==> src/rtl/paeth_call_driver.sv <==
// paeth_call_driver: issues a run of idx calls into the paeth kernel, collects
// returns into a result FIFO with credit-based flow control, and keeps a checksum.
module paeth_call_driver #(
    parameter int unsigned FIFO_DEPTH = 8,
    parameter int unsigned CNT_W      = 16
) (
    input  logic             clock,
    input  logic             reset,
    input  logic             cfg_go,
    input  logic [31:0]      cfg_base,
    input  logic [CNT_W-1:0] cfg_count,
    output logic             run_busy,
    output logic             run_done,
    output logic [31:0]      checksum,
    output logic             k_start,
    output logic [31:0]      k_idx,
    input  logic             k_busy,
    input  logic             k_done,
    output logic             k_stall,
    input  logic [31:0]      k_data,
    output logic             res_valid,
    output logic [31:0]      res_data,
    input  logic             res_ready
);

    localparam int unsigned PTR_W = $clog2(FIFO_DEPTH);
    localparam int unsigned OCC_W = PTR_W + 1;

    typedef enum logic [1:0] {
        ST_IDLE  = 2'd0,
        ST_ISSUE = 2'd1,
        ST_DRAIN = 2'd2,
        ST_DONE  = 2'd3
    } state_t;

    state_t            r_state, w_state_nxt;
    logic [CNT_W-1:0]  r_count, w_count_nxt;
    logic [CNT_W-1:0]  r_issued, w_issued_nxt;
    logic [CNT_W-1:0]  r_returned, w_returned_nxt;
    logic [CNT_W-1:0]  w_inflight_nxt;
    logic [31:0]       r_idx, w_idx_nxt;
    logic [31:0]       r_sum, w_sum_nxt;
    logic              r_busy, w_busy_nxt;
    logic              r_done, w_done_nxt;
    logic              r_start, w_start_nxt;
    logic              r_stall, w_stall_nxt;
    logic              r_valid;
    logic [OCC_W-1:0]  r_occ, w_occ_nxt;
    logic [PTR_W-1:0]  r_wr, r_rd;
    logic [31:0]       r_mem [FIFO_DEPTH];
    logic              w_call, w_push, w_pop;

    assign run_busy  = r_busy;
    assign run_done  = r_done;
    assign checksum  = r_sum;
    assign k_start   = r_start;
    assign k_idx     = r_idx;
    assign k_stall   = r_stall;
    assign res_valid = r_valid;
    assign res_data  = r_mem[r_rd];

    // Handshake qualifiers; returns outside an active run are discarded.
    assign w_call = r_start && !k_busy;
    assign w_push = k_done && !r_stall && (r_state == ST_ISSUE || r_state == ST_DRAIN);
    assign w_pop  = r_valid && res_ready;

    // Next-state, counters, and next values of the registered outputs.
    always_comb begin
        w_state_nxt    = r_state;
        w_count_nxt    = r_count;
        w_issued_nxt   = r_issued;
        w_returned_nxt = r_returned;
        w_idx_nxt      = r_idx;
        w_sum_nxt      = r_sum;
        w_busy_nxt     = r_busy;
        w_done_nxt     = 1'b0;

        if (w_call) begin
            w_issued_nxt = r_issued + CNT_W'(1);
            w_idx_nxt    = r_idx + 32'd1;
        end
        if (w_push) begin
            w_returned_nxt = r_returned + CNT_W'(1);
            w_sum_nxt      = r_sum + k_data;
        end

        case (r_state)
            ST_IDLE: begin
                if (cfg_go) begin
                    w_count_nxt    = cfg_count;
                    w_issued_nxt   = '0;
                    w_returned_nxt = '0;
                    w_sum_nxt      = '0;
                    w_idx_nxt      = cfg_base;
                    w_busy_nxt     = 1'b1;
                    w_state_nxt    = (cfg_count == '0) ? ST_DONE : ST_ISSUE;
                end
            end
            ST_ISSUE: begin
                if (w_issued_nxt == r_count) w_state_nxt = ST_DRAIN;
            end
            ST_DRAIN: begin
                if (r_returned == r_count && r_occ == '0) w_state_nxt = ST_DONE;
            end
            ST_DONE: begin
                w_done_nxt  = 1'b1;
                w_busy_nxt  = 1'b0;
                w_state_nxt = ST_IDLE;
            end
            default: w_state_nxt = ST_IDLE;
        endcase

        w_occ_nxt      = r_occ + OCC_W'(w_push) - OCC_W'(w_pop);
        w_inflight_nxt = w_issued_nxt - w_returned_nxt;
        // A call is offered only if its result already has a reserved FIFO slot.
        w_start_nxt    = (w_state_nxt == ST_ISSUE) && (w_issued_nxt != w_count_nxt) &&
                         ((32'(w_inflight_nxt) + 32'(w_occ_nxt)) < 32'(FIFO_DEPTH));
        // Back-pressure only when a full FIFO could actually receive another return.
        w_stall_nxt    = (w_occ_nxt == OCC_W'(FIFO_DEPTH)) && (w_inflight_nxt != '0);
    end

    // State, counters, pointers and registered outputs.
    always_ff @(posedge clock) begin
        if (reset) begin
            r_state    <= ST_IDLE;
            r_count    <= '0;
            r_issued   <= '0;
            r_returned <= '0;
            r_idx      <= '0;
            r_sum      <= '0;
            r_busy     <= 1'b0;
            r_done     <= 1'b0;
            r_start    <= 1'b0;
            r_stall    <= 1'b0;
            r_valid    <= 1'b0;
            r_occ      <= '0;
            r_wr       <= '0;
            r_rd       <= '0;
        end else begin
            r_state    <= w_state_nxt;
            r_count    <= w_count_nxt;
            r_issued   <= w_issued_nxt;
            r_returned <= w_returned_nxt;
            r_idx      <= w_idx_nxt;
            r_sum      <= w_sum_nxt;
            r_busy     <= w_busy_nxt;
            r_done     <= w_done_nxt;
            r_start    <= w_start_nxt;
            r_stall    <= w_stall_nxt;
            r_valid    <= (w_occ_nxt != '0);
            r_occ      <= w_occ_nxt;
            if (w_push) r_wr <= r_wr + PTR_W'(1);
            if (w_pop)  r_rd <= r_rd + PTR_W'(1);
        end
    end

    // Result storage; contents are don't-care while the FIFO is empty.
    always_ff @(posedge clock) begin
        if (w_push) r_mem[r_wr] <= k_data;
    end

endmodule
==> config.mk <==
export PLATFORM = sky130hd
export DESIGN_NAME = paeth_call_driver
export DESIGN_NICKNAME = d
export VERILOG_FILES = /design/src/rtl/paeth_call_driver.sv
export SDC_FILE = /design/constraint.sdc
export NUM_CORES = 1
export LEC_CHECK = 0
export ABC_AREA = 0
export CAP_MARGIN = 20
export CORE_UTILIZATION = 53
export CTS_BUF_LIST = sky130_fd_sc_hd__clkbuf_4 sky130_fd_sc_hd__clkbuf_8
export CTS_CLUSTER_SIZE = 24
export DETAILED_ROUTE_END_ITERATION = 10
export PLACE_DENSITY = 0.8
export SETUP_SLACK_MARGIN = 0.3
export SYNTH_ARGS = -nofsm -noshare
export SYNTH_HDL_FRONTEND = slang
export SYNTH_SLANG_ARGS = --single-unit
==> constraint.sdc <==
create_clock -name clock -period 6.26 [get_ports clock]
set_input_delay 1.878 -clock clock [delete_from_list [all_inputs] [get_ports clock]]
set_output_delay 1.878 -clock clock [all_outputs]
set_load 0.03 [all_outputs]
After elaboration in Yosys (flattened, before gate mapping)
Memory sizes are Yosys's and may differ from the RTL's. A register that Yosys moved wholly into a read port is not among the register bits.
Index checks and enable logic that the tools add are counted.
{"block": "op_classes", "reduce_logical": 18, "add_sub_neg": 10, "n_mux": 26, "magnitude_cmp": 1, "eq_ne": 9}
{"operator": "32-bit two-way mux", "n": 6}
{"operator": "16-bit two-way mux", "n": 8}
{"operator": "16-bit by 1-bit adder with 16-bit output, second input constant", "n": 2}
{"operator": "32-bit by 1-bit adder with 32-bit output, second input constant", "n": 1}
{"operator": "32-bit adder", "n": 1}
{"operator": "16-bit equality test", "n": 2}
{"operator": "16-bit by 4-bit adder with 17-bit output", "n": 1}
{"operator": "17-bit by 4-bit less-than comparator with 1-bit output, second input constant", "n": 1}
{"operator": "16-bit zero test", "n": 1}
{"operator": "16-bit != test", "n": 1}
{"operator": "16-bit nonzero test", "n": 1}
{"operator": "16-bit subtractor", "n": 1}
{"operator": "1-bit logical AND", "n": 8}
{"operator": "2-bit two-way mux", "n": 4}
{"operator": "2-bit one-hot mux with 4 select lines", "n": 1}
{"operator": "3-bit by 1-bit adder with 3-bit output, second input constant", "n": 2}
{"operator": "3-bit two-way mux", "n": 2}
{"operator": "4-bit by 1-bit adder with 4-bit output", "n": 1}
{"operator": "2-bit by 1-bit equality test with 1-bit output, second input constant", "n": 2}
{"operator": "2-bit equality test, second input constant", "n": 2}
{"operator": "4-bit equality test, second input constant", "n": 1}
{"operator": "4-bit zero test", "n": 1}
{"operator": "1-bit two-way mux", "n": 4}
{"operator": "4-bit nonzero test", "n": 1}
{"operator": "other kinds (8)", "n": 9}
{"block": "word_totals", "input_bits": 86, "ramBits": 256, "n_memories": 1, "wordCells": 79, "regBits": 129, "output_inout_bits": 101}
{"name": "r_mem", "depth": 8, "width": 32, "rd": 1, "rd_clocked_by_memory_dff": 1, "write_ports": 1, "line": "50", "rtl": "logic [31:0] r_mem [FIFO_DEPTH];"}

Longest topological paths before layout
Gate-level depths: netlist (run 1).
{"block": "logic_depth", "word_depth": 10, "ltp_mapped": 20, "mapped_depth_nobuf": 19}

Worst setup path after synthesis (run 1)
Ideal clock, no wire load.
{"block": "synth_path", "path_type": "input -> register", "start": "input k_done", "end": "memory r_mem[0][0] (enable)", "path_buffers": 3, "path_slack_ps": 69, "required_time_ps": 5759, "path_stages": 6, "setup_time_ps": 501, "t_arrival_ps": 5690, "cell_sequence": "and3b_1 -> buf_6 -> clkinv_4 -> clkbuf_1 -> clkbuf_1 -> nor4_1"}
{"block": "synth_via", "elab_chain_len": 4}
{"element": "start, declared", "line": "18", "rtl": "input logic k_done,"}
{"element": "1-bit logical AND (2 in series)", "line": "64", "rtl": "assign w_push = k_done && !r_stall && (r_state == ST_ISSUE || r_state == ST_DRAIN);"}
{"element": "1-bit two-way mux", "line": "159", "rtl": "if (w_push) r_mem[r_wr] <= k_data;"}
{"element": "1-bit two-way mux (implied by the code)", "line": "159"}
{"element": "end, declared", "line": "50"}
No other way between the ends.

Final worst setup path (run 1)
{"block": "layout_path", "start": "input k_done", "end": "register r_start (netlist: k_start)"}
{"block": "layout_via", "elab_chain_len": 9, "word_cells_on_any_way": 11, "classes_between": "add/sub (4); order compare (1); mux (3); reduce/logical (3)"}
{"element": "1-bit logical AND (*) (2 in series)", "line": "64"}
{"element": "16-bit two-way mux", "line": "82", "rtl": "if (w_push) begin"}
{"element": "16-bit two-way mux", "line": "89", "rtl": "if (cfg_go) begin"}
{"element": "16-bit two-way mux", "line": "87", "rtl": "case (r_state)"}
{"element": "16-bit subtractor", "line": "114", "rtl": "w_inflight_nxt = w_issued_nxt - w_returned_nxt;"}
{"element": "16-bit by 4-bit adder with 17-bit output (*)", "line": "117", "rtl": "((32'(w_inflight_nxt) + 32'(w_occ_nxt)) < 32'(FIFO_DEPTH));"}
{"element": "17-bit by 4-bit less-than comparator with 1-bit output (*)", "line": "117"}
{"element": "1-bit logical AND (*)", "line": "116", "rtl": "w_start_nxt = (w_state_nxt == ST_ISSUE) && (w_issued_nxt != w_count_nxt) &&"}
{"element": "end signal, assigned", "line": "148", "rtl": "r_start <= w_start_nxt;"}
{"element": "end, declared", "line": "45", "rtl": "logic r_start, w_start_nxt;"}
Mark *: on every way between the ends. The rest lies on a longest branch, timed or not.
A chain may end at the register's enable or synchronous reset.

==> results of run 1 <==
[where the power goes]
group          internal, W  total (W)  leakage, nW  switching (W)
registers          0.00298    0.00321         3.39       0.000232
clock network      0.00139    0.00240        0.738        0.00101
logic              0.00120    0.00276         3.57        0.00156
total              0.00557    0.00838         7.69        0.00280
[metal layers]
| layer | vias up | GRT usage (%) | routed length [µm] |
|---|---|---|---|
| met5 | - | 0 | 0 |
| met4 | 0 | 7.377 | 1025 |
| met3 | 71 | 5.529 | 3066 |
| met2 | 439 | 40.46 | 20260 |
| met1 | 6073 | 30.88 | 17320 |
| li1 | 5773 | - | - |
[Yosys cell counts, types with 3 or more instances]
master and number:
sky130_fd_sc_hd__a211o_1 3, sky130_fd_sc_hd__o211ai_1 5, sky130_fd_sc_hd__mux2i_1 8, sky130_fd_sc_hd__o21ai_1 3
sky130_fd_sc_hd__o21a_1 4, sky130_fd_sc_hd__and3_1 14, sky130_fd_sc_hd__xor2_1 61, sky130_fd_sc_hd__nor3_1 16
sky130_fd_sc_hd__a211oi_1 39, sky130_fd_sc_hd__dfxtp_1 132, sky130_fd_sc_hd__edfxtp_1 256, sky130_fd_sc_hd__xnor2_1 68
sky130_fd_sc_hd__nand2_1 147, sky130_fd_sc_hd__nand4_1 21, sky130_fd_sc_hd__mux4_2 64, sky130_fd_sc_hd__and4_1 4
sky130_fd_sc_hd__a31oi_1 7, sky130_fd_sc_hd__o22ai_1 4, sky130_fd_sc_hd__clkbuf_1 42, sky130_fd_sc_hd__a41oi_1 3
sky130_fd_sc_hd__mux2_2 33, sky130_fd_sc_hd__nand2b_1 10, sky130_fd_sc_hd__nor2b_1 10, sky130_fd_sc_hd__o21ai_0 20
sky130_fd_sc_hd__inv_1 23, sky130_fd_sc_hd__nor2_1 125, sky130_fd_sc_hd__and2_1 11, sky130_fd_sc_hd__nor4_1 12
sky130_fd_sc_hd__or3_1 8, sky130_fd_sc_hd__nand3_1 33, sky130_fd_sc_hd__nor3b_1 3, sky130_fd_sc_hd__o21bai_1 6
sky130_fd_sc_hd__o2111ai_1 3, sky130_fd_sc_hd__ha_1 61, sky130_fd_sc_hd__buf_1 15, sky130_fd_sc_hd__or2_2 3
sky130_fd_sc_hd__a311oi_1 4, sky130_fd_sc_hd__a21oi_1 83, sky130_fd_sc_hd__nor4b_1 4, sky130_fd_sc_hd__a21o_1 24
[metrics by stage]
stage / utilization (%) / hold WS (ps) / cells / cell area, µm² / setup slack (ps)
2_1_floorplan: - / 454.1 / 1429 / 18050 / 693.9
3_3_place_gp: 61.08 / 457.7 / 2027 / 20480 / 560.8
3_5_place_dp: 61.08 / 469.8 / 2027 / 20480 / 482.8
4_1_cts: 65.28 / 478.6 / 2143 / 21890 / 1014
5_1_grt: 65.28 / 500.7 / 2143 / 21890 / 856.4
6_report: 65.28 / 478.1 / 2143 / 21890 / 1041
[registers in the layout (all words and copies together) (netlist names), named ones only]
signal      flops
r_issued       16
r_rd            3
r_count        16
k_start         1
r_state         2
checksum       32
k_idx          32
res_valid       1
run_done        1
r_wr            3
r_occ           4
r_mem         256
run_busy        1
k_stall         1
r_returned     16
[worst max-delay path, cell delays in order]
cell,delay [ps]
sky130_fd_sc_hd__clkdlybuf4s50_1,480
sky130_fd_sc_hd__and3b_2,260
sky130_fd_sc_hd__clkinv_4,70
sky130_fd_sc_hd__mux2_4,340
sky130_fd_sc_hd__nor2_1,180
sky130_fd_sc_hd__o21ai_0,130
sky130_fd_sc_hd__ha_1,290
sky130_fd_sc_hd__o21bai_1,170
sky130_fd_sc_hd__a21o_1,220
sky130_fd_sc_hd__a31oi_1,260
sky130_fd_sc_hd__o22ai_1,160
sky130_fd_sc_hd__a221o_1,390
sky130_fd_sc_hd__or3_4,390
sky130_fd_sc_hd__a2111oi_4,340
sky130_fd_sc_hd__and4_1,230
[how the worst max path moves through the flow]
stage / to / slack [ps] / cells past startpoint
finish: k_start / 1040 / 15
global route: k_start / 860 / 15
CTS: res_data[22] / 1010 / 4
detailed placement: k_start / 480 / 15
global placement: k_start / 560 / 15
floorplan: r_mem[2][0] / 690 / 6
[cell type report]
type,instances,share of cell area [%]
multi-input combinational,958,34.03
clock inverter,40,1.875
inverter,24,0.4344
clock buffer,76,4.550
tap,448,2.561
sequential,388,47.22
timing repair buffer,209,9.329
[kinds of logic after synthesis]
| family | Yosys count |
|---|---|
| DFF | 388 |
| xor gates and xnor gates | 130 |
| adders and majority gates | 63 |
| buffers and inverters | 83 |
| muxes | 107 |
| AOI/OAI and AO/OA | 227 |
| and+or+nand+nor | 431 |
==> results.md, run 1 <==
* Outcome: complete, no violations
* Share of the synthesized area in the top cell type at 42.61%
* Cell taking the most area after synthesis: sky130_fd_sc_hd__edfxtp_1
* Initial detailed-routing violation count at 784
* Antenna diode count at 0
* Commonest cells after routing, fill and taps aside: 256 x sky130_fd_sc_hd__edfxtp_1, 185 x sky130_fd_sc_hd__clkdlybuf4s50_1, 146 x sky130_fd_sc_hd__nand2_1
* CTS tree: yes
* Worst-path clk slew at 70 ps
* Synthesis-stage register bit count at 388
* Remaining routing DRC violations at 0
* Post-layout minimum cycle time at 5219 ps
* Die Wd at 186.5 µm
* CTS H-Tree Depth at 2
* # resized after CTS at 0
* Largest family of logic cells by synthesized area: simple AND/OR/NAND/NOR gates
* Setup repair after global routing missed its margin: no
* Synthesized-area fraction occupied by adder cells at 4.453%
* Yosys warns at 0
* End of the worst hold path: checksum[13]
* HPWL Detailed at 27880 µm
* Synth Cell Area at 18040 µm²
* Final setup TNS at 0 ps
* Congestion Overflow GR at 0
* Startpoint class of the critical path: primary input
* Cell count of the worst reg-to-reg path at 16
* Portion of the post-synthesis area used by sequential elements at 57.26%
* Total power per unit cell area at 382.7 nW/µm²
* Total routing usage reported by global routing at 24.01%
* Multiplexer share of the synthesized area at 10.70%
* Antenna violations before repair at 0
* Maximum vdd drop at 0.2509 mV
* Placer Congestion at 0.8469
* Maximum number of pins on one net before global-route repair at 82
* Max-capacitance violation count at 0
* Synth unique cells at 71
* Number of nets produced by synthesis at 1578
* Complex-gate fraction of the synthesized area at 8.240%
* WP data required at 6810 ps
* IO Count at 187
* Hold-fix buffers, CTS at 0
* Number of optimization iterations in the first detailed-route pass at 7
* Chip Height at 186.5 µm
* Nets at 1791
* Area used by multi-input combinational logic at 7448 µm²
* Maximum frequency from static timing analysis at 191.6 MHz
* Origin of the critical flop-to-flop path: r_state[1]
* Dominant register cell in the synthesized netlist: sky130_fd_sc_hd__edfxtp_1
* Worst-skew pair later-pin latency at 600 ps
* Capturing element type of the critical path: flip-flop
* Antenna-violating nets left at 0
* Post-CTS setup repair buffer count at 0
* Number of setup violations in the final report at 0
* Clock buffer count from CTS at 61
* Total via count after detailed routing at 12360
* Post-detailed-routing wire length at 41680 µm
* Average routed wire per standard cell at 19.45 µm
* Post-route clock period utilization at 83.36%
* Die Footprint at 34780 µm²
* Cells taking the most area after synthesis: sky130_fd_sc_hd__edfxtp_1 43%, sky130_fd_sc_hd__dfxtp_1 15%, sky130_fd_sc_hd__mux4_2 8.0%
* Ys async rst share at 0%
* Post-synthesis share of cell area spent on xor and xnor gates at 6.416%
* Hold Path Cell Cnt at 2
* Synthesized area per cell at 12.62 µm²
* Per-cell via count in the routed design at 5.766
* Clk sinks at 388
* Slew at the pin closest to its max-slew limit at 1026 ps
* Worst r2r dst: k_start
* Number of global-route vias before repair at 12470
* Gate count after technology mapping at 1429
* Leak pwr at 7.695 nW
* Worst Skew at 8.871 ps
* Launching instance or port of the critical path: k_done
* Fill count at 2421
* Final Max Tran Viols at 0
* Row count at 67
* Worst max-slew margin expressed relative to the limit at 31.58%
* Post-synth EDFFs at 256
* Initial Util at 53.80%
* Share of layout cells above drive strength 1 at 15.04%
* Global-route wire length before repair at 65920 µm
* Overall power consumption at 0.008376 W
* Worst-case register-to-register setup slack at 1950 ps
* Path category of the worst min-delay check: flip-flop to flip-flop
* Simple-Gate Fraction of Synth Area at 11.12%
* Area occupied by registers at 10340 µm²
* Hold Fails Final Rpt at 0
* Synthesis-to-finish area growth at 21.33%
* Arrival time of data at the critical path endpoint at 5760 ps
* CTS Root Cell: sky130_fd_sc_hd__clkbuf_8
* I/O Buffers at 186
* Placeable core region at 33530 µm²
* Most common cell after layout, fill and taps aside: sky130_fd_sc_hd__edfxtp_1
* Max Root-Sink Buffers at 3
* HP Start: checksum[13]
* Type of the setup path with the least slack: primary input to flip-flop
* Critical path peak fanout at 9
Note: power is estimated with default switching activity, not from simulation.
==> run 2: changes to the inputs <==
- clock period: 6.26 -> 4.25 ns (I/O delays scaled with it)
==> run 2 against run 1 <==
Effect of this change:
- non-clock buffer count grew 156
- critical path type unchanged
- highest routed layer unchanged
- sequential share of layout area shrank 2.7 points
- die area is the same
- critical path depth is the same
- clock skew grew 22 ps
- total power grew 48%
- cell area grew 6.1%
- combinational power grew 64%
- register-to-register slack lost 1500 ps
- critical endpoint unchanged
- worst hold slack lost 17 ps
==> results.md, run 2 (same netlist as run 1, synthesis figures left out) <==
* Outcome: complete, no violations
* Chip Height at 186.5 µm
* Slew at the pin closest to its max-slew limit at 828.0 ps
* HP Start: r_rd[1]
* Capturing element type of the critical path: flip-flop
* Final worst-path setup slack at 353.8 ps
* Number of setup violations in the final report at 0
* Total via count after detailed routing at 12970
* Post-detailed-routing wire length at 43590 µm
* Congestion Overflow GR at 0
* Maximum vdd drop at 0.3621 mV
* Remaining routing DRC violations at 0
* Cell Count Post-Placement at 2174
* Worst-path clk slew at 70 ps
* Clock share of power at 25.7%
* Max FFs per register at 256
* Initial detailed-routing violation count at 944
* Maximum number of pins on one net before global-route repair at 84
* Total power per unit cell area at 535.2 nW/µm²
* Clk sinks at 388
* Clock buffer count from CTS at 59
* Antenna-violating nets left at 0
* Max-capacitance violation count at 0
* Max Root-Sink Buffers at 3
* Part of the total power dissipated in combinational logic at 36.6%
* Origin of the critical flop-to-flop path: r_state[1]
* Pre-CTS setup slack at -739.0 ps
* Placeable core region at 33530 µm²
* Nets at 1945
* Hold Fails Final Rpt at 0
* Share of layout cells above drive strength 1 at 23.51%
* Die Footprint at 34780 µm²
* Worst max-slew margin expressed relative to the limit at 44.80%
* Synthesis-to-finish area growth at 28.72%
* Sw Pwr at 0.004198 W
* Worst r2r dst: k_start
* Antenna diode count at 0
* Top register by number of flip-flops: r_mem
* Setup repair after global routing missed its margin: yes
* Startpoint class of the critical path: primary input
* WP data required at 4800 ps
* Cell count of the worst reg-to-reg path at 16
* Final Max Tran Viols at 0
* Area used by multi-input combinational logic at 7626 µm²
* Final std cells w/o fill at 2294
* Post-route clock period utilization at 91.68%
* Global-route wire length before repair at 69280 µm
* Average routed wire per standard cell at 19.00 µm
* Worst Skew at 30.44 ps
* Number of optimization iterations in the first detailed-route pass at 5
* Antenna violations before repair at 0
* Post-layout minimum cycle time at 3896 ps
* CTS H-Tree Depth at 2
* Type of the setup path with the least slack: primary input to flip-flop
* Path category of the worst min-delay check: flip-flop to flip-flop
* Maximum frequency from static timing analysis at 256.7 MHz
* Row count at 67
* HPWL Detailed at 29470 µm
* Total routing usage reported by global routing at 25.22%
* Arrival time of data at the critical path endpoint at 4440 ps
* Hold Path Cell Cnt at 2
* Most common cell after layout, fill and taps aside: sky130_fd_sc_hd__edfxtp_1
* Die Wd at 186.5 µm
* CTS tree: yes
* I/O Buffers at 186
* Worst-case register-to-register setup slack at 410 ps
* IO Count at 187
* Commonest cells after routing, fill and taps aside: 256 x sky130_fd_sc_hd__edfxtp_1, 163 x sky130_fd_sc_hd__buf_4, 149 x sky130_fd_sc_hd__clkdlybuf4s50_1
* CTS Root Cell: sky130_fd_sc_hd__clkbuf_8
* Internal Power at 0.008229 W
* Critical path peak fanout at 4
* Net Sw Frac at 33.78%
* Initial Util at 53.80%
* Worst-skew pair later-pin latency at 610 ps
* Leak pwr at 8.492 nW
* Per-cell via count in the routed design at 5.652
* Placer Congestion at 0.9176
* Sequential share of power at 37.8%
* Number of global-route vias before repair at 13310
* Area occupied by registers at 10340 µm²
* Fill count at 2310
## run 2: worst max-delay path: stages
cell	delay [ps]
sky130_fd_sc_hd__buf_6	90
sky130_fd_sc_hd__and3b_2	250
sky130_fd_sc_hd__clkinv_4	60
sky130_fd_sc_hd__mux2_4	320
sky130_fd_sc_hd__nor2_4	110
sky130_fd_sc_hd__o21ai_2	90
sky130_fd_sc_hd__ha_4	160
sky130_fd_sc_hd__buf_4	130
sky130_fd_sc_hd__a21o_1	190
sky130_fd_sc_hd__a311oi_2	320
sky130_fd_sc_hd__o22ai_2	120
sky130_fd_sc_hd__a221o_1	350
sky130_fd_sc_hd__or3_4	410
sky130_fd_sc_hd__a2111oi_4	330
sky130_fd_sc_hd__and4_1	220
## run 2: area by class of cell
type	count	area share (%)
Tap cell	448	2.414
Timing Repair Buffer	365	14.39
Clock inverter	24	0.8729
Sequential cell	388	44.54
Inverter	24	0.4095
Clock buffer	87	4.537
Multi-Input combinational cell	958	32.84
## run 2: layer usage
metal / vias to the layer above / track usage [%] / routed length (µm)
met5: - / 0 / 0
met4: 0 / 7.661 / 1058
met3: 72 / 5.379 / 2991
met2: 493 / 44.09 / 21690
met1: 6315 / 31.36 / 17850
li1: 6086 / - / -
## run 2: repair_timing
action | in CTS | in global routing
setup endpoints to repair | 36 | 6
pin swaps | 16 | 9
cloned | 0 | 0
hold buffers | 0 | 0
gates resized for setup | 62 | 15
buffers inserted | 8 | 1
## run 2: how the worst max path moves through the flow
stage	to	slack [ps]	cells past startpoint	from
6_report	k_start	350	15	k_done
5_1_grt	k_start	250	15	k_done
4_1_cts	k_start	300	16	r_state[1]
3_5_place_dp	k_start	-740	15	k_done
3_3_place_gp	k_start	-640	15	k_done
2_1_floorplan	r_mem[4][0]	-460	6	k_done
## run 2: power by group through the flow
| stage | combinational (W) | sequential (W) | clock, W |
|---|---|---|---|
| 6_report | 0.00454 | 0.00469 | 0.00319 |
| 5_1_grt | 0.00489 | 0.00473 | 0.00343 |
| 3_5_place_dp | 0.00444 | 0.00478 | 0 |
| 3_3_place_gp | 0.00434 | 0.00475 | 0 |
| 4_1_cts | 0.00450 | 0.00469 | 0.00327 |
| 2_1_floorplan | 0.00261 | 0.00495 | 0 |
## run 2: per-stage QoR
stage	power, W	hold slack, ps	setup TNS [ps]	util, %	area (µm²)
6_report	0.01243	460.8	0	69.25	23220
5_1_grt	0.01306	502.4	0	69.25	23220
4_1_cts	0.01246	468.0	0	69.02	23140
3_5_place_dp	0.009219	465.9	-3318	64.97	21780
3_3_place_gp	0.009096	456.3	-2842	64.97	21780
2_1_floorplan	0.007567	454.1	-44660	-	18120
==> run 3: changes to the inputs <==
- CTS_CLUSTER_SIZE: 24 -> 8
- SKIP_LAST_GASP: unset -> 1
==> run 3 against run 2 <==
Effect of this change:
- total power about the same
- sequential power about the same
- die area unchanged
- largest cell class unchanged
==> results.md, run 3 (same netlist as run 1, synthesis figures left out) <==
* Per-cell via count in the routed design at 5.677
* Maximum frequency from static timing analysis at 259.9 MHz
* Slew at the pin closest to its max-slew limit at 832.0 ps
* Post-route clock period utilization at 90.53%
* Initial Util at 53.80%
* Synthesis-to-finish area growth at 28.80%
* Hold-fix buffers, CTS at 0
* Row count at 67
* Antenna violations before repair at 0
* IO Count at 187
* Die Footprint at 34780 µm²
* Setup repair after global routing missed its margin: yes
* Type of the setup path with the least slack: primary input to flip-flop
* Final worst-path setup slack at 402.7 ps
* Outcome: complete, no violations
* Final setup TNS at 0 ps
* Fill count at 2309
* Worst-skew pair later-pin latency at 630 ps
* Max-capacitance violation count at 0
* Maximum vdd drop at 0.3249 mV
* Clk sinks at 388
* Congestion Overflow GR at 0
* CTS Root Cell: sky130_fd_sc_hd__clkbuf_8
* Post-detailed-routing wire length at 43730 µm
* Arrival time of data at the critical path endpoint at 4410 ps
* Maximum number of pins on one net before global-route repair at 84
* Commonest cells after routing, fill and taps aside: 256 x sky130_fd_sc_hd__edfxtp_1, 163 x sky130_fd_sc_hd__buf_4, 149 x sky130_fd_sc_hd__clkdlybuf4s50_1
* Antenna diode count at 0
* Total power per unit cell area at 535.2 nW/µm²
* Number of optimization iterations in the first detailed-route pass at 5
* WP data required at 4810 ps
* CP cell instances: buf_2 > nand3b_2 > buf_4 > nor3_1 > buf_4 > nand2_1 > xor2_1 > nor2_1 > ha_1 > a21oi_1 > o21bai_1 > a21oi_1 > mux2i_1 > nor2_1 > o2111ai_2 > a2111oi_4 > and4_1
* Worst r2r dst: k_start
* Worst-path clk slew at 60 ps
* Number of global-route vias before repair at 13340
* Largest incremental delay on the critical path at 340 ps
* Net Sw Frac at 33.66%
* Leak pwr at 8.497 nW
* I/O Buffers at 186
* Critical path peak fanout at 3
* Total routing usage reported by global routing at 25.25%
* Worst max-slew margin expressed relative to the limit at 44.53%
* CTS H-Tree Depth at 2
* Sw Pwr at 0.004186 W
* Origin of the critical flop-to-flop path: r_state[1]
* Placeable core region at 33530 µm²
* Area used by multi-input combinational logic at 7657 µm²
* Max Root-Sink Buffers at 3
* Post-layout minimum cycle time at 3847 ps
* Top register by number of flip-flops: r_mem
* Remaining routing DRC violations at 0
* Share of layout cells above drive strength 1 at 24.03%
* Antenna-violating nets left at 0
* Max FFs per register at 256
* Internal Power at 0.008250 W
* Total via count after detailed routing at 12980
* Number of setup violations in the final report at 0
* Startpoint class of the critical path: primary input
* Chip Height at 186.5 µm
* Initial detailed-routing violation count at 837
* Most common cell after layout, fill and taps aside: sky130_fd_sc_hd__edfxtp_1
* Clock share of power at 25.6%
* HP Start: r_rd[1]
* Library cell contributing the largest single delay on the critical path: sky130_fd_sc_hd__ha_1
* Placer Congestion at 0.9176
* Average routed wire per standard cell at 19.12 µm
* Part of the total power dissipated in combinational logic at 36.6%
* Sequential share of power at 37.8%
* Pre-CTS setup slack at -739.0 ps
* Die Wd at 186.5 µm
* Capturing element type of the critical path: flip-flop
* Final Max Tran Viols at 0
* Worst-case register-to-register setup slack at 470 ps
* Hold Path Cell Cnt at 2
* Nets at 1946
* Hold Fails Final Rpt at 0
* Cell count of the worst reg-to-reg path at 16
* Clock buffer count from CTS at 60
* Area occupied by registers at 10340 µm²
* Worst Skew at 47.63 ps
* Family with the most delay on the worst path: simple AND/OR/NAND/NOR gates
* Crit path buf inv count at 3
* Path category of the worst min-delay check: flip-flop to flip-flop
* HPWL Detailed at 29470 µm
* Global-route wire length before repair at 69400 µm
* CTS tree: yes
## run 3: cell types whose count changed in the layout (fill, tap and decap cells not counted), moves of 2 or more
cell	previous run	this run
sky130_fd_sc_hd__clkbuf_4	23	27
sky130_fd_sc_hd__clkbuf_8	64	67
sky130_fd_sc_hd__clkinv_1	12	1
sky130_fd_sc_hd__clkinv_2	7	5
## run 3: repair_timing
item / in CTS / in global routing
setup buffers: 8 / 1
resized for setup: 64 / 17
pin swaps: 16 / 14
endpoints found under the setup margin: 36 / 5
## run 3: final cells by class
class	instances	share of cell area, %
Timing Repair Buffer	365	14.35
Tap cell	448	2.412
Multi-Input combinational cell	958	32.95
Sequential cell	388	44.51
Inverter	24	0.4092
Clock buffer	94	4.841
Clock inverter	10	0.5223
## run 3: power groups by stage
| stage | registers, W | clock network, W | logic [W] |
|---|---|---|---|
| after floorplan | 0.00495 | 0 | 0.00261 |
| after global placement | 0.00475 | 0 | 0.00434 |
| after detailed placement | 0.00478 | 0 | 0.00444 |
| after CTS | 0.00470 | 0.00327 | 0.00449 |
| after global routing | 0.00474 | 0.00342 | 0.00489 |
| final | 0.00470 | 0.00319 | 0.00455 |
## run 3: worst max path at each step
stage / endpoint / from / cells past startpoint
global placement: k_start / k_done / 15
detailed placement: k_start / k_done / 15
CTS: k_start / k_done / 16
finish: k_start / k_busy / 17
global route: k_start / k_done / 15
floorplan: r_mem[4][0] / k_done / 6
## run 3: stage by stage
stage	power (W)	std cells	area, µm²	util (%)	hold WS, ps
final	0.01244	2287	23240	69.29	464.6
after global routing	0.01305	2287	23240	69.29	505.7
after CTS	0.01245	2286	23140	69.00	473.5
after detailed placement	0.009219	2174	21780	64.97	465.9
after global placement	0.009096	2174	21780	64.97	456.3
after floorplan	0.007567	1429	18120	-	454.1
## run 3: worst min-delay path: stages, from the launching register on
cell and delay (ps):
sky130_fd_sc_hd__dfxtp_1 310, sky130_fd_sc_hd__nand2_1 50, sky130_fd_sc_hd__a21oi_1 60
## run 3: routing by layer
metal | vias to the layer above | wire (µm) | track usage (%)
met2 | 481 | 21720 | 44.33
met4 | 0 | 1202 | 7.945
met3 | 93 | 2982 | 4.984
li1 | 6102 | - | -
met5 | - | 0 | 0
met1 | 6307 | 17820 | 31.40
